`config.mk`:
```
export PLATFORM = sky130hd
export DESIGN_NAME = ups_rst_seq
export DESIGN_NICKNAME = d
export VERILOG_FILES = /design/src/rtl/ups_rst_seq.sv
export SDC_FILE = /design/constraint.sdc
export NUM_CORES = 1
export LEC_CHECK = 0
export ABC_AREA = 1
export CORE_MARGIN = 1
export CORE_UTILIZATION = 60
export CTS_CLUSTER_DIAMETER = 40
export DETAILED_ROUTE_END_ITERATION = 6
export PLACE_DENSITY_LB_ADDON = 0.15
export SLEW_MARGIN = 20
export SYNTH_ARGS = -nofsm -noshare
export SYNTH_HDL_FRONTEND = slang
export SYNTH_SLANG_ARGS = --single-unit
```
`constraint.sdc`:
```
create_clock -name clk -period 3.7 [get_ports clk]
set_input_delay 0.37 -clock clk [delete_from_list [all_inputs] [get_ports clk]]
set_output_delay 0.37 -clock clk [all_outputs]
set_load 0.005 [all_outputs]
```
`src/rtl/ups_rst_seq.sv`:
```
// Sequenced multi-domain reset release with mode-change re-run.
// Optional watchdog is compiled in with `define UPS_RST_SEQ_WDT_EN.
module ups_rst_seq #(
    parameter int unsigned NUM_DOM  = 4,
    parameter int unsigned HOLD_CYC = 255,
    parameter int unsigned GAP_CYC  = 16,
    parameter int unsigned WDT_CYC  = 65535
) (
    input  logic               clk,
    input  logic               rst,
    input  logic               mode_req,
    input  logic               wdt_kick,
    output logic [NUM_DOM-1:0] dom_rst_n,
    output logic               seq_busy,
    output logic               mode_ack,
    output logic               wdt_fault
);

    localparam int unsigned CNT_MAX_HG = (HOLD_CYC > GAP_CYC) ? HOLD_CYC : GAP_CYC;
    localparam int unsigned CNT_MAX    = (CNT_MAX_HG > WDT_CYC) ? CNT_MAX_HG : WDT_CYC;
    localparam int unsigned CW         = $clog2(CNT_MAX + 1);

    typedef enum logic [1:0] {
        ST_ASSERT,
        ST_RELEASE,
        ST_RUN
    } state_t;

    state_t          state;
    logic [CW-1:0]   cnt;
    logic [CW-1:0]   cnt_inc;
    logic            pending;

    // Saturating increment; the counter never wraps.
    always_comb begin
        cnt_inc = cnt;
        if (cnt != CW'(CNT_MAX)) begin
            cnt_inc = cnt + CW'(1);
        end
    end

    always_ff @(posedge clk) begin
        if (rst) begin
            state     <= ST_ASSERT;
            cnt       <= '0;
            pending   <= 1'b0;
            dom_rst_n <= '0;
            seq_busy  <= 1'b1;
            mode_ack  <= 1'b0;
            wdt_fault <= 1'b0;
        end else begin
            mode_ack <= 1'b0;
            if (mode_req) begin
                // Re-assert everything; in ASSERT this just pins the hold count at 0.
                state     <= ST_ASSERT;
                cnt       <= '0;
                dom_rst_n <= '0;
                seq_busy  <= 1'b1;
                if (state != ST_ASSERT) begin
                    pending <= 1'b1;
                end
            end else begin
                case (state)
                    ST_ASSERT: begin
                        if (cnt_inc == CW'(HOLD_CYC)) begin
                            dom_rst_n <= NUM_DOM'(1);
                            cnt       <= '0;
                            state     <= ST_RELEASE;
                        end else begin
                            cnt <= cnt_inc;
                        end
                    end
                    ST_RELEASE: begin
                        if (&dom_rst_n) begin
                            state    <= ST_RUN;
                            seq_busy <= 1'b0;
                            mode_ack <= pending;
                            pending  <= 1'b0;
                            cnt      <= '0;
                        end else if (cnt_inc == CW'(GAP_CYC)) begin
                            dom_rst_n <= (dom_rst_n << 1) | NUM_DOM'(1);
                            cnt       <= '0;
                        end else begin
                            cnt <= cnt_inc;
                        end
                    end
                    ST_RUN: begin
`ifdef UPS_RST_SEQ_WDT_EN
                        // Timer measures cycles since the last kick or RUN entry.
                        if (wdt_kick) begin
                            cnt <= '0;
                        end else if (cnt_inc == CW'(WDT_CYC)) begin
                            wdt_fault <= 1'b1;
                            state     <= ST_ASSERT;
                            cnt       <= '0;
                            dom_rst_n <= '0;
                            seq_busy  <= 1'b1;
                        end else begin
                            cnt <= cnt_inc;
                        end
`else
                        cnt <= '0;
`endif
                    end
                    default: begin
                        state <= ST_ASSERT;
                        cnt   <= '0;
                    end
                endcase
            end
        end
    end

`ifndef UPS_RST_SEQ_WDT_EN
    logic unused_wdt_kick;
    assign unused_wdt_kick = wdt_kick;
`endif

endmodule

```
==> results_dict.tcl <==
set metrics [dict create \
    status "completed" \
    fin_crit_sh_pct 66.4 \
    min_period_ns 2.46 \
    numCtsBuffers 3 \
    cts.hold.buffers_added 0 \
    drtAntennaViolNets 0 \
    grt_pass1_wl_um 5240 \
    end_kind "flip-flop" \
    grt_max_degree 17 \
    grt_pass1_vias 1296 \
    cts_root_buf "clkbuf_4" \
    placed_cells 260 \
    cts.htree.levels 1 \
    clockBufferDepth 2 \
    synth_top_area_cell "dfxtp_1" \
    vdd_drop_max_uv 248 \
    fin_util_pct 70.3 \
    p_per_area_nw_per_um2 254 \
    num_antenna_cells 0 \
    yosys_warnings 0 \
    syn_to_final_growth_pct 7.40 \
    num_vias 1372 \
    synthDistinctLibCells 27 \
    routedWlPerCell_um 11.3 \
    fin_tns_setup_ns 0 \
    tightestPinTransition_ns 0.553 \
    post_cts_buffers 0 \
    syn-mean-instance-area_um2 6.63 \
    drive_gt1_share_pct 15.3 \
    power_w 0.000410 \
    cts_tree "yes" \
    routed_wl_um 2980 \
    grt.total_usage_pct 26.1 \
    ys_async_sr_fraction_pct 0 \
    gp_congestion 0.854 \
    p_leak_nw 0.645 \
    finalHoldWorstSlack_ns 0.454 \
    die_area_um2 2710 \
    synth_most_common_cell "nand2_1" \
    firstDrtPassIters 4 \
    nets 242 \
    slew_headroom_pct 63.0 \
    dpl.hpwl_um 2370 \
    cts.clk_slew.worst_paths_ns 0.13 \
    synth_common_cells "61 x nand2_1, 37 x nor2_1, 27 x inv_1" \
    antenna_found_initial 0 \
    rr_worst_depth 12 \
    finalSetupViolCount 0 \
    maxSlewViolCount 0 \
    min_from "pending" \
    synth_area_leaders "dfxtp_1 33%, nand2_1 15%, nor2_1 9.2%" \
    timing.critical_path.from "cnt[0]" \
    min_path_type "reg2reg" \
    maxCapViolations 0 \
    reg2reg_slack_ns 1.24 \
    core_um2 2300 \
    synth_top_area_share_pct 33.3 \
    rr_startpoint "cnt[0]" \
    fp.dieH_um 52.1 \
    crit_fanout 16 \
    endpoint "cnt[4]" \
    ys_seq_area_share_pct 33.3 \
    drcViolationCount 0 \
    synth_edf_count 0 \
    rsz0062_at_grt "no" \
    post_cts_resize_count 0 \
    r2r-end "cnt[4]" \
    finClkSkew_ns 0.00262 \
    synth-main-ff-cell "dfxtp_1" \
    worstSetupStartpointType "flip-flop" \
    ys_ff_latch 25 \
    cp_data_required_time_ns 3.90 \
    rows 17 \
    syn-cell-area_um2 1500 \
    ios 11 \
    grt_overflow 0 \
    synth_cells 227 \
    fill_cells 202 \
    crit_arrival_ns 2.66 \
    portBuffers 8 \
    layoutNonFillerInstCount 264 \
    dieWidth_um 52.1 \
    fmax_mhz 407 \
    viasPerCell 5.20 \
    path_class "reg2reg" \
    drt_iter0_markers 38 \
    clock_sinks 25 \
    hold_violations 0 \
    insertion_delay_ns 0.32 \
    start_util_pct 65.5 \
    synthesis.nets 232 \
]
-- state kept, by name, summed over array words and instances (netlist names) --
name / flops
state: 2
seq_busy: 1
mode_ack: 1
dom_rst_n: 4
pending: 1
cnt: 16
-- kinds of logic (layout without fill, tap and decap cells) --
kind of cell | count (synthesis) | in the layout | synth area share, %
adder cells (fa/ha/maj) | 1 | 1 | 0.832
flip-flops | 25 | 25 | 33.3
AND/OR/NAND/NOR | 142 | 142 | 44.6
XOR/XNOR | 5 | 5 | 2.91
buffers and inverters | 34 | 43 | 9.73
other | 1 | 1 | 0.249
AO/OA/AOI/OAI | 19 | 19 | 8.40
-- how the worst min path moves through the flow --
stage               endpoint  slack (ns)  cells after the start
floorplan           mode_ack        0.42                      2
global placement    mode_ack        0.43                      2
detailed placement  mode_ack        0.44                      2
CTS                 mode_ack        0.46                      2
global route        seq_busy        0.48                      2
finish              mode_ack        0.45                      2
-- power breakdown --
part,switching [W],internal (W)
logic,0.0000104,0.00000536
registers,0.00000147,0.000270
clock network,0.0000805,0.0000422
total,0.0000924,0.000318
-- critical path: stages, from the launching register on --
cell	delay (ns)
dfxtp_1	0.44
ha_1	0.28
nand3_1	0.16
nor2_2	0.19
nand4_1	0.10
nand2_1	0.10
nand2_1	0.08
nor2_1	0.11
nand2_1	0.09
nor2_4	0.14
a21oi_2	0.09
o21ai_4	0.48
nor2_1	0.08
-- routing by layer --
layer	global-route usage, %	part of all wire, %	wire length [µm]	vias up
met2	47.4	50	1480	30
met4	10.4	1.5	45	0
met3	1.75	3.3	98	5
li1	-	-	-	717
met1	31.3	45	1350	620
met5	0	0	0	-
-- per-stage QoR --
| step | instance area [µm²] | setup WS (ns) |
|---|---|---|
| finish | 1620 | 1.24 |
| global route | 1620 | 1.04 |
| CTS | 1620 | 1.25 |
| detailed placement | 1590 | 1.28 |
| global placement | 1590 | 1.31 |
| floorplan | 1500 | 1.62 |
-- cell usage in the layout (no fill, tap or decap), drive strengths merged --
cell type and instances:
o21ai 4, xnor2 1, inv 31, dfxtp 25, clkbuf 4, ha 1, conb 1, nand3b 1
or2 1, o21bai 5, nand3 10, a21oi 10, nand4 8, clkdlybuf4s50 8, nor2 55, xor2 4
nand2 67
-- cell type report --
class	count	area, µm²	area share [%]
Multi-Input combinational cell	168	857	53.1
Sequential cell	25	500	31.0
Inverter	31	116	7.20
Timing Repair Buffer	8	80.1	4.96
Tap cell	28	35.0	2.17
Clock buffer	4	26.3	1.63
(Power assumes the default switching activity.)
